`config.mk`:
```
export PLATFORM = sky130hd
export DESIGN_NAME = updown_mod_counter
export DESIGN_NICKNAME = d
export VERILOG_FILES = /design/src/rtl/updown_mod_counter_pkg.sv /design/src/rtl/updown_mod_counter.sv
export SDC_FILE = /design/constraint.sdc
export NUM_CORES = 1
export LEC_CHECK = 0
export ABC_AREA = 1
export CORE_UTILIZATION = 49
export DETAILED_ROUTE_END_ITERATION = 12
export MAX_ROUTING_LAYER = met4
export PLACE_DENSITY = 0.87
export SYNTH_ARGS = -nofsm -noshare
export SYNTH_HDL_FRONTEND = slang
export SYNTH_SLANG_ARGS = --single-unit
```
`constraint.sdc`:
```
create_clock -name clk -period 1.8 [get_ports clk]
set_input_delay 0.36 -clock clk [delete_from_list [all_inputs] [get_ports clk]]
set_output_delay 0.36 -clock clk [all_outputs]
set_load 0.01 [all_outputs]
```
`src/rtl/updown_mod_counter_pkg.sv`:
```
// Shared types and constants for the up/down modulo counter.
package counter_pkg;

    typedef enum logic {
        CNT_WRAP = 1'b0,
        CNT_SAT  = 1'b1
    } cnt_mode_t;

    localparam logic CNT_UP = 1'b1;
    localparam logic CNT_DN = 1'b0;

endpackage

```
`src/rtl/updown_mod_counter.sv`:
```
// Up/down modulo-(MAX_VAL+1) counter with wrap or saturate mode, clear, load and sticky overflow.
// Optional embedded properties enabled by defining UPDOWN_MOD_COUNTER_SVA_EN.
module updown_mod_counter
    import counter_pkg::*;
#(
    parameter int unsigned     WIDTH   = 8,
    parameter longint unsigned MAX_VAL = (64'd1 << WIDTH) - 64'd1,
    parameter cnt_mode_t       MODE    = CNT_WRAP
) (
    input  logic             clk,
    input  logic             rst_n,
    input  logic             en,
    input  logic             up_dn,
    input  logic             clr,
    input  logic             load,
    input  logic [WIDTH-1:0] load_val,
    output logic [WIDTH-1:0] cnt,
    output logic             wrap,
    output logic             ovf
);

    if (WIDTH < 2 || WIDTH > 32) begin : g_bad_width
        $error("updown_mod_counter: WIDTH must be in 2..32");
    end
    if (MAX_VAL == 64'd0 || MAX_VAL > ((64'd1 << WIDTH) - 64'd1)) begin : g_bad_max
        $error("updown_mod_counter: MAX_VAL must be in 1..2**WIDTH-1");
    end

    localparam logic [WIDTH:0]   MAX_X = (WIDTH+1)'(MAX_VAL);
    localparam logic [WIDTH-1:0] MAX_N = MAX_X[WIDTH-1:0];

    logic [WIDTH-1:0] cnt_q, cnt_d;
    logic             wrap_q, wrap_d;
    logic             ovf_q, ovf_d;
    logic [WIDTH:0]   inc_x, dec_x;

    always_ff @(posedge clk or negedge rst_n) begin
        if (!rst_n) begin
            cnt_q  <= '0;
            wrap_q <= 1'b0;
            ovf_q  <= 1'b0;
        end else begin
            cnt_q  <= cnt_d;
            wrap_q <= wrap_d;
            ovf_q  <= ovf_d;
        end
    end

    // The extra bit makes the terminal compare and the decrement borrow explicit,
    // so a non-power-of-two MAX_VAL never relies on natural WIDTH-bit rollover.
    always_comb begin
        cnt_d  = cnt_q;
        wrap_d = 1'b0;
        ovf_d  = ovf_q;
        inc_x  = {1'b0, cnt_q} + (WIDTH+1)'(1);
        dec_x  = {1'b0, cnt_q} - (WIDTH+1)'(1);

        if (clr) begin
            cnt_d = '0;
            ovf_d = 1'b0;
        end else if (load) begin
            if ({1'b0, load_val} > MAX_X) begin
                cnt_d = MAX_N;
            end else begin
                cnt_d = load_val;
            end
        end else if (en) begin
            if (up_dn == CNT_UP) begin
                if (inc_x > MAX_X) begin
                    ovf_d = 1'b1;
                    if (MODE == CNT_WRAP) begin
                        cnt_d  = '0;
                        wrap_d = 1'b1;
                    end
                end else begin
                    cnt_d = inc_x[WIDTH-1:0];
                end
            end else begin
                if (dec_x[WIDTH]) begin
                    ovf_d = 1'b1;
                    if (MODE == CNT_WRAP) begin
                        cnt_d  = MAX_N;
                        wrap_d = 1'b1;
                    end
                end else begin
                    cnt_d = dec_x[WIDTH-1:0];
                end
            end
        end
    end

    assign cnt  = cnt_q;
    assign wrap = wrap_q;
    assign ovf  = ovf_q;

`ifdef UPDOWN_MOD_COUNTER_SVA_EN
    logic past_valid_q;

    always_ff @(posedge clk or negedge rst_n) begin
        if (!rst_n) begin
            past_valid_q <= 1'b0;
        end else begin
            past_valid_q <= 1'b1;
        end
    end

    a_range: assert property (@(posedge clk) disable iff (!rst_n)
        {1'b0, cnt_q} <= MAX_X)
        else $error("cnt exceeds MAX_VAL");

    a_known: assert property (@(posedge clk) disable iff (!rst_n)
        !$isunknown({cnt_q, wrap_q, ovf_q}))
        else $error("unknown value on counter outputs");

    a_up: assert property (@(posedge clk) disable iff (!rst_n)
        past_valid_q && $past(en && !clr && !load && (up_dn == CNT_UP)) |->
            ({1'b0, cnt_q} == {1'b0, $past(cnt_q)} + (WIDTH+1)'(1)) ||
            (($past(cnt_q) == MAX_N) && (cnt_q == '0 || cnt_q == MAX_N)))
        else $error("increment step violated");

    a_dn: assert property (@(posedge clk) disable iff (!rst_n)
        past_valid_q && $past(en && !clr && !load && (up_dn == CNT_DN)) |->
            ({1'b0, cnt_q} + (WIDTH+1)'(1) == {1'b0, $past(cnt_q)}) ||
            (($past(cnt_q) == '0) && (cnt_q == MAX_N || cnt_q == '0)))
        else $error("decrement step violated");

    a_wrap_val: assert property (@(posedge clk) disable iff (!rst_n)
        past_valid_q && wrap_q |->
            (($past(up_dn) == CNT_UP) ? (cnt_q == '0) : (cnt_q == MAX_N)))
        else $error("wrap pulse without boundary value");

    a_clr: assert property (@(posedge clk) disable iff (!rst_n)
        clr |=> (cnt_q == '0) && !ovf_q)
        else $error("clear did not zero counter");

    a_ovf_sticky: assert property (@(posedge clk) disable iff (!rst_n)
        past_valid_q && $past(ovf_q) && !$past(clr) |-> ovf_q)
        else $error("overflow flag dropped without clear");

    c_wrap_up: cover property (@(posedge clk) disable iff (!rst_n)
        past_valid_q && wrap_q && ($past(up_dn) == CNT_UP));

    c_wrap_dn: cover property (@(posedge clk) disable iff (!rst_n)
        past_valid_q && wrap_q && ($past(up_dn) == CNT_DN));

    c_sat: cover property (@(posedge clk) disable iff (!rst_n)
        past_valid_q && (MODE == CNT_SAT) && $past(en && !clr && !load) &&
        (($past(up_dn) == CNT_UP) ? ($past(cnt_q) == MAX_N) : ($past(cnt_q) == '0)));
`endif

endmodule

```
==> results.py, run 1 <==
metrics = {
    "detailed_routing": {
        "drt_iter0_drc": 77,
        "ant_nets": 0,
        "avgViaCountPerCell": 5.335,
        "drt_first_pass_iters": 4,
        "wl_per_cell_um": 12.40,
        "wirelength_mm": 2.777,
        "drc": 0,
        "vias": 1195,
    },
    "place": {
        "dp_hpwl_mm": 2.084,
        "pre_cts_ws_ps": 58.57,
        "io_buffers": 23,
        "place_congestion": 0.8851,
        "dp_cells": 219,
        "dpl_cell_area_sq_mm": 0.001284,
    },
    "power_and_ir_drop": {
        "sw_frac_of_total_pct": 35.80,
        "peakVddDrop_uv": 600.1,
        "clockPowerShare_pct": 26.8,
        "power_mw": 0.7914,
        "cellLeakagePower_nw": 0.7466,
        "power.internal_mw": 0.5081,
        "p_comb_share_pct": 38.0,
        "powerDensity_mw_per_mm2": 584.6,
        "seq_power_share_pct": 35.2,
        "p_sw_mw": 0.2834,
    },
    "synth": {
        "postSynth.asyncResetShare_pct": 100.0,
        "avgSynthCellArea_sq_um": 5.913,
        "synth_most_common_cell": "nand2_1",
        "synthTopCellsByCount": "nand2_1, inv_1, nand3_1, nor2_1, dfrtp_1",
        "syn_nets": 185,
        "seq_area_frac_synth_pct": 25.19,
        "synth_area_leaders": "dfrtp_1, nand2_1, nand3_1, inv_1, nand4_1",
        "yosys.cell_types.count": 20,
        "synth_top_cell_by_area": "dfrtp_1",
        "synth.ff_latch_count": 10,
        "yosys_warnings": 0,
        "synth-edff-count": 0,
        "netlist_area_sq_um": 993.5,
        "synth_top_area_share_pct": 25.19,
        "ys.flop_type": "dfrtp_1",
        "synthCells": 168,
    },
    "cts": {
        "worst_skew_pair.late_latency_ps": 280,
        "clock-sinks": 10,
        "root_buffer": "clkbuf_4",
        "cts_tree": "yes",
        "clockBufferDepth": 2,
        "cts_buffers": 3,
        "htreeDepth": 1,
        "cts.clk_slew.worst_paths_ps": 80,
    },
    "finish": {
        "final_layout_size_suffix_gt1_share_pct": 15.58,
        "utilization_pct": 74.36,
        "fin_cells": 224,
        "diodes": 0,
        "final_cell_area_sq_mm": 0.001354,
        "area_growth_syn_to_layout_pct": 36.27,
        "fin_nets": 217,
    },
    "timing": {
        "hold_viol_final": 0,
        "rsz0062_at_grt": "true",
        "fin_crit_sh_pct": 98.31,
        "skew_ps": 11.70,
        "slew_violations": 0,
        "worst_pin_slew_ps": 492.4,
        "tns_ps": 0,
        "period_needed_ps": 1770,
        "max_freq_mhz": 565.1,
        "setup_viol": 0,
        "setup_slack_ps": 30.36,
        "holdWs_ps": 407.3,
        "slew_headroom_pct": 67.07,
    },
    "floorplanning": {
        "die_h_um": 47.03,
        "core.rowCount": 15,
        "start_util_pct": 54.57,
        "ios": 24,
        "core_area_sq_mm": 0.001821,
        "dieArea_sq_mm": 0.002211,
        "dieWidth_um": 47.03,
    },
    "global_route": {
        "grt_pass1_vias": 964,
        "overflow": 0,
        "grt_pass1_wl_mm": 4.257,
        "grt_antenna_before_repair": 0,
        "grt_use_total_pct": 29.31,
        "grt_start_max_net_pins": 14,
    },
    "setup_path": {
        "crit_fanout": 7,
        "critical_path_class": "reg2out",
        "slowest_stage": "clkdlybuf4s50_1",
        "path_delay_family": "buffers and inverters",
        "path_cells": "buf_4 > clkdlybuf4s50_1",
        "cp.arrival_ps": 1410,
        "cp-start-kind": "flop",
        "cp_slowest_stage_delay_ps": 530,
        "worstPathRequired_ps": 1440,
        "crit_buf_inv": 2,
        "worstSetupEndpointType": "output port",
    },
    "run": {
        "cap_violations": 0,
    },
    "status": {
        "status": "completed",
    },
    "min_path": {
        "hold_path.class": "in2async",
    },
}
## state kept, by name (all words and copies together) (netlist names)
register  flops
wrap          1
cnt           8
ovf           1
## cell families after synthesis
group / after synthesis / synth area share [%]
and+or+nand+nor: 113 / 51.38
buffers and inverters: 28 / 11.46
AOI/OAI and AO/OA: 11 / 5.541
DFF: 10 / 25.19
xor gates and xnor gates: 3 / 2.645
adders and majority gates: 3 / 3.779
## power groups by stage
stage,Sequential [mW],Combinational (mW),Clock (mW)
6_report,0.279,0.301,0.212
5_1_grt,0.280,0.331,0.219
4_1_cts,0.274,0.286,0.215
3_5_place_dp,0.278,0.284,0
3_3_place_gp,0.276,0.280,0
2_1_floorplan,0.273,0.170,0
## path summary, 6_finish.rpt
path | from | end | slack (ps) | cells after the start
max | cnt[3] | cnt[3] | 30 | 2
min | rst_n | cnt[7] | 410 | 1
max reg2reg | cnt[1] | cnt[0] | 90 | 13
min reg2reg | ovf | ovf | 480 | 2
max in group asynchronous | rst_n | cnt[4] | 1020 | 1
min in group clk | ovf | ovf | 480 | 2
## layout make-up
type / instances / area, sq um
clock buffer: 4 / 36.28
fill: 152 / 466.7
inverter: 24 / 90.09
multi-input combinational: 130 / 646.9
sequential: 10 / 256.5
tap: 25 / 31.28
timing repair buffer: 31 / 292.8
## metal layers
metal	track usage [%]	up-vias	part of all wire [%]
li1	-	596	-
met1	39.24	525	39
met2	44.17	69	50
met3	3.846	5	9.7
met4	12.57	0	1.2
met5	-	-	0
## worst reg2reg max path, stage by stage, from the launching register on
cell	delay [ps]
dfrtp_2	410
inv_1	90
ha_4	280
nand4_1	100
inv_1	70
nand3_1	100
nor2_4	120
nand2_4	90
nand2_2	70
nand2_2	60
nand2_1	50
nand2_1	40
nand2_1	50
nand2_1	50
## placed cells by master (no fill, tap or decap), drive strengths merged
| master | netlist | final |
|---|---|---|
| nand3 | 19 | 19 |
| nor2 | 15 | 15 |
| buf | 3 | 8 |
| nand4 | 9 | 9 |
| clkdlybuf4s50 | 0 | 22 |
| dfrtp | 10 | 10 |
| clkinv | 1 | 1 |
| clkbuf | 1 | 4 |
| nand2 | 68 | 68 |
| o21ai | 6 | 6 |
| xnor2 | 1 | 1 |
| inv | 23 | 23 |
| xor2 | 2 | 2 |
| dlymetal6s2s | 0 | 1 |
| ha | 3 | 3 |
| nor3 | 2 | 2 |
| a21oi | 5 | 5 |
## what timing repair did
item / in CTS / in global routing
buffers inserted: 0 / 1
endpoints found under the setup margin: 1 / 11
hold buffers: 0 / 0
pin swaps: 0 / 0
gates resized for setup: 1 / 10
Power figures use the tool's default switching activity.
==> run 2: changes to the inputs <==
PLACE_DENSITY = 0.76   (was 0.87)
==> run 2 against run 1 <==
Net effect: critical path depth unchanged; clock power decreased by 26%; global-route usage decreased by 1.4 points; combinational power increased by 4%; core utilization increased by 0.21 points; sequential power about the same; register-to-register slack got worse by 20 ps.
==> results.py, run 2 (same netlist as run 1, synthesis figures left out) <==
metrics = {
    "status": {
        "status": "completed",
    },
    "detailed_routing": {
        "ant_nets": 0,
        "wirelength_mm": 2.807,
        "avgViaCountPerCell": 5.134,
        "wl_per_cell_um": 12.53,
        "wl_met3_um": 152,
        "wl_met1_mm": 1.263,
        "top_layer": "met4",
        "route.met2.wl_mm": 1.347,
        "vias": 1150,
        "drt_first_pass_iters": 4,
        "drc": 0,
        "drt_iter0_drc": 41,
    },
    "finish": {
        "fin_nets": 218,
        "largest_reg_flops": 8,
        "area_growth_syn_to_layout_pct": 36.65,
        "final_cell_area_sq_mm": 0.001358,
        "seq_area_sq_um": 254.0,
        "mostFrequentLayoutCells": "nand2_1, clkdlybuf4s50_1, inv_1",
        "final_layout_size_suffix_gt1_share_pct": 15.08,
        "diodes": 0,
        "num-fill-cells": 145,
        "multi_input_area_sq_um": 661.9,
        "layout_commonest_cell": "nand2_1",
        "fin_cells": 224,
    },
    "cts": {
        "root_buffer": "clkbuf_4",
        "cts_tree": "yes",
        "ctsHoldBuffers": 0,
        "clockBufferDepth": 2,
        "cts_buffers": 3,
        "htreeDepth": 1,
        "clock-sinks": 10,
        "cts.clk_slew.worst_paths_ps": 70,
        "worst_skew_pair.late_latency_ps": 270,
    },
    "timing": {
        "fin_crit_sh_pct": 96.83,
        "worst_pin_slew_ps": 480.6,
        "slew_violations": 0,
        "slew_headroom_pct": 67.86,
        "period_needed_ps": 1743,
        "setup_viol": 0,
        "skew_ps": 2.420,
        "hold_viol_final": 0,
        "max_freq_mhz": 573.8,
        "rsz0062_at_grt": "true",
    },
    "power_and_ir_drop": {
        "power_mw": 0.7472,
        "peakVddDrop_uv": 529.4,
        "powerDensity_mw_per_mm2": 550.4,
        "cellLeakagePower_nw": 0.7336,
    },
    "global_route": {
        "grt_use_total_pct": 27.94,
        "grt_pass1_wl_mm": 4.084,
        "grt_pass1_vias": 978,
        "grt_antenna_before_repair": 0,
        "grt_start_max_net_pins": 14,
        "overflow": 0,
    },
    "place": {
        "io_buffers": 23,
        "place_congestion": 0.8970,
        "dpl_cell_area_sq_mm": 0.001291,
        "dp_cells": 220,
        "dp_hpwl_mm": 2.149,
    },
    "run": {
        "cap_violations": 0,
    },
    "setup_path": {
        "r2r-end": "cnt[7]",
        "worstPathRequired_ps": 1440,
        "r2r_start": "cnt[1]",
        "crit_fanout": 7,
        "critical_path_class": "reg2out",
        "cp.arrival_ps": 1380,
        "worstSetupEndpointType": "output port",
        "cp-start-kind": "flop",
        "r2r_setup_slack_ps": 70,
        "reg2regPathDepth": 13,
    },
    "floorplanning": {
        "dieArea_sq_mm": 0.002211,
        "core.rowCount": 15,
        "dieWidth_um": 47.03,
        "ios": 24,
        "core_area_sq_mm": 0.001821,
        "start_util_pct": 54.57,
        "die_h_um": 47.03,
    },
    "min_path": {
        "hold_path.class": "in2async",
    },
}
==> run 2: cell count changes in the layout (fill, tap and decap cells not counted), sizes merged <==
cell / previous run / this run
buf: 8 / 9
clkbuf: 4 / 3
clkdlybuf4s50: 22 / 23
dlymetal6s2s: 1 / 0
==> run 2: how the worst max path moves through the flow <==
stage                      start  endpoint  slack [ps]  cells past startpoint
after floorplan           cnt[0]    cnt[0]         120                     13
after global placement    cnt[1]    cnt[7]          90                     13
after detailed placement  cnt[1]    cnt[7]          20                     13
after CTS                 cnt[1]    cnt[7]           7                     13
after global routing      cnt[1]    cnt[7]          -5                     13
final                     cnt[3]    cnt[3]          60                      2
==> run 2: layout make-up <==
type / count / area share (%)
multi-input combinational: 130 / 48.76
timing repair buffer: 32 / 21.94
sequential: 10 / 18.71
inverter: 24 / 6.636
tap: 25 / 2.304
clock buffer: 3 / 1.659
==> run 2: critical path, stage by stage (launching register included) <==
cell and delay, ps:
dfrtp_2 440, buf_4 150, clkdlybuf4s50_1 520
==> run 2: power by group <==
part           leakage [nW]  internal [mW]  switching, mW
clock                0.0138         0.0774         0.0800
sequential            0.129          0.243         0.0331
combinational         0.591          0.145          0.168
==> run 2: layer usage <==
layer	vias up	track usage, %
met2	50	46.67
met3	4	3.462
met4	0	14.29
met1	504	32.70
li1	592	-
met5	-	-
==> run 2: what timing repair did <==
action	CTS	global route
buffers inserted	0	1
pin swaps	0	3
setup endpoints to repair	1	10
gates cloned	0	0
gates resized for setup	1	10
==> run 2: per-stage QoR <==
step	TNS, ps	utilization (%)	hold slack [ps]	setup slack, ps
6_report	0	74.57	416.4	57.11
5_1_grt	-5.374	74.57	454.2	-5.374
4_1_cts	0	72.23	429.4	6.978
3_5_place_dp	0	70.93	478.4	20.49
3_3_place_gp	0	70.93	470.9	90.41
2_1_floorplan	0	-	64.41	119.8
==> run 3: changes to the inputs <==
CORE_UTILIZATION = 40   (was 49)
PLACE_DENSITY = 0.64   (was 0.76)
==> run 3 against run 2 <==
Net effect: setup slack improved by 40 ps; global-route usage is 5.4 points lower; clock skew up 3.0 ps; sequential share of layout area is essentially flat; register-to-register slack better by 30 ps; clock power down 4%; die area up 22%.
==> results.py, run 3 (same netlist as run 1, synthesis figures left out) <==
metrics = {
    "cts": {
        "cts.clk_slew.worst_paths_ps": 60,
        "cts_tree": "yes",
        "worst_skew_pair.late_latency_ps": 270,
        "clockBufferDepth": 2,
        "ctsHoldBuffers": 0,
        "clock-sinks": 10,
        "cts_buffers": 3,
        "root_buffer": "clkbuf_4",
        "htreeDepth": 1,
    },
    "setup_path": {
        "path_delay_family": "simple AND/OR/NAND/NOR gates",
        "critical_path_class": "reg2reg",
        "crit_buf_inv": 2,
        "worstPathRequired_ps": 1960,
        "cp_slowest_stage_delay_ps": 420,
        "cp.arrival_ps": 1860,
        "cp-start-kind": "flop",
        "worstSetupEndpointType": "flop",
        "path_cells": "inv_1 > ha_4 > nand4_1 > inv_1 > nand3_1 > nor2_4 > nand2_4 > nand2_2 > nand2_2 > nand2_1 > nand2_1 > nand2_1 > nand2_1",
        "crit_fanout": 8,
        "cpMostUsedCell": "nand2_1",
        "slowest_stage": "dfrtp_2",
    },
    "global_route": {
        "overflow": 0,
        "grt_pass1_vias": 980,
        "grt_pass1_wl_mm": 4.284,
        "grt_use_total_pct": 22.59,
        "grt_antenna_before_repair": 0,
        "grt_start_max_net_pins": 14,
    },
    "detailed_routing": {
        "ant_nets": 0,
        "drc": 0,
        "drt_first_pass_iters": 4,
        "wirelength_mm": 2.777,
        "avgViaCountPerCell": 4.965,
        "wl_per_cell_um": 12.18,
        "drt_iter0_drc": 48,
        "vias": 1132,
    },
    "finish": {
        "utilization_pct": 60.25,
        "final_layout_size_suffix_gt1_share_pct": 16.00,
        "fin_nets": 219,
        "largest_reg_flops": 8,
        "diodes": 0,
        "area_growth_syn_to_layout_pct": 38.04,
        "layout_commonest_cell": "nand2_1",
        "mostFrequentLayoutCells": "nand2_1, clkdlybuf4s50_1, inv_1",
    },
    "timing": {
        "skew_ps": 5.445,
        "rsz0062_at_grt": "true",
        "period_needed_ps": 1703,
        "slew_violations": 0,
        "max_freq_mhz": 587.3,
        "setup_viol": 0,
        "hold_viol_final": 0,
        "setup_slack_ps": 97.35,
        "fin_crit_sh_pct": 94.59,
        "slew_headroom_pct": 69.04,
        "worst_pin_slew_ps": 462.9,
    },
    "power_and_ir_drop": {
        "peakVddDrop_uv": 513.3,
        "cellLeakagePower_nw": 0.7482,
        "clockPowerShare_pct": 20.5,
        "powerDensity_mw_per_mm2": 537.3,
        "p_sw_mw": 0.2703,
        "p_comb_share_pct": 41.5,
        "seq_power_share_pct": 38.0,
        "power.internal_mw": 0.4664,
        "sw_frac_of_total_pct": 36.69,
    },
    "floorplanning": {
        "start_util_pct": 43.65,
        "dieArea_sq_mm": 0.002687,
        "die_h_um": 51.84,
        "core_area_sq_mm": 0.002276,
        "core.rowCount": 17,
        "dieWidth_um": 51.84,
        "ios": 24,
    },
    "place": {
        "pre_cts_ws_ps": 9.274,
        "place_congestion": 0.9159,
        "dp_hpwl_mm": 2.197,
        "io_buffers": 23,
    },
    "status": {
        "status": "completed",
    },
    "min_path": {
        "hold_path.class": "in2async",
    },
    "run": {
        "cap_violations": 0,
    },
}
-- run 3: final cells by class --
type,count,area (sq um)
clock buffers,3,22.52
fillers,238,904.6
inverters,24,90.09
multi-input cells,130,659.4
flip-flops and latches,10,256.5
well taps,28,35.03
repair buffers,33,307.8
-- run 3: layer usage --
layer,vias to the layer above,part of all wire [%],track usage (%),wire length (um)
li1,598,-,-,-
met3,5,3.2,0.8772,88
met1,495,48,29.48,1335
met5,-,0,-,0
met2,34,47,36.32,1313
met4,0,1.4,9.910,40
-- run 3: worst register-to-register path, cell delays in order (launching register included) --
cell and delay (ps):
dfrtp_2 420, inv_1 100, ha_4 280, nand4_1 90, inv_1 60, nand3_1 100
nor2_4 120, nand2_4 90, nand2_2 70, nand2_2 60, nand2_1 60, nand2_1 50
nand2_1 50, nand2_1 40
-- run 3: path summary, 6_finish.rpt --
kind / start / to / slack (ps) / cells past startpoint
max: cnt[1] / cnt[7] / 100 / 13
min: rst_n / cnt[3] / 410 / 1
max reg2reg: cnt[1] / cnt[7] / 100 / 13
min reg2reg: ovf / ovf / 490 / 2
max in group asynchronous: rst_n / cnt[4] / 1040 / 1
min in group clk: ovf / ovf / 490 / 2
-- run 3: timing repair --
| action | 4_1_cts | 5_1_grt |
|---|---|---|
| setup endpoints to repair | 2 | 11 |
| buffers inserted | 0 | 4 |
| pin swaps | 0 | 1 |
| gates resized for setup | 1 | 12 |
-- run 3: power by group through the flow --
| stage | sequential [mW] | combinational [mW] | clock (mW) |
|---|---|---|---|
| after global placement | 0.278 | 0.280 | 0 |
| final | 0.280 | 0.306 | 0.151 |
| after global routing | 0.283 | 0.341 | 0.174 |
| after floorplan | 0.273 | 0.170 | 0 |
| after CTS | 0.275 | 0.285 | 0.157 |
| after detailed placement | 0.279 | 0.283 | 0 |
-- run 3: stage by stage --
stage	instance area, sq um	power (mW)	cells	setup TNS, ps	hold slack (ps)
final	1371	0.7367	228	0	411.4
after global routing	1371	0.7979	228	-33.68	436.2
after CTS	1304	0.7171	224	0	422.3
after detailed placement	1280	0.5617	221	0	474.3
after global placement	1280	0.5573	221	0	464.2
after floorplan	993.5	0.4430	168	0	64.41
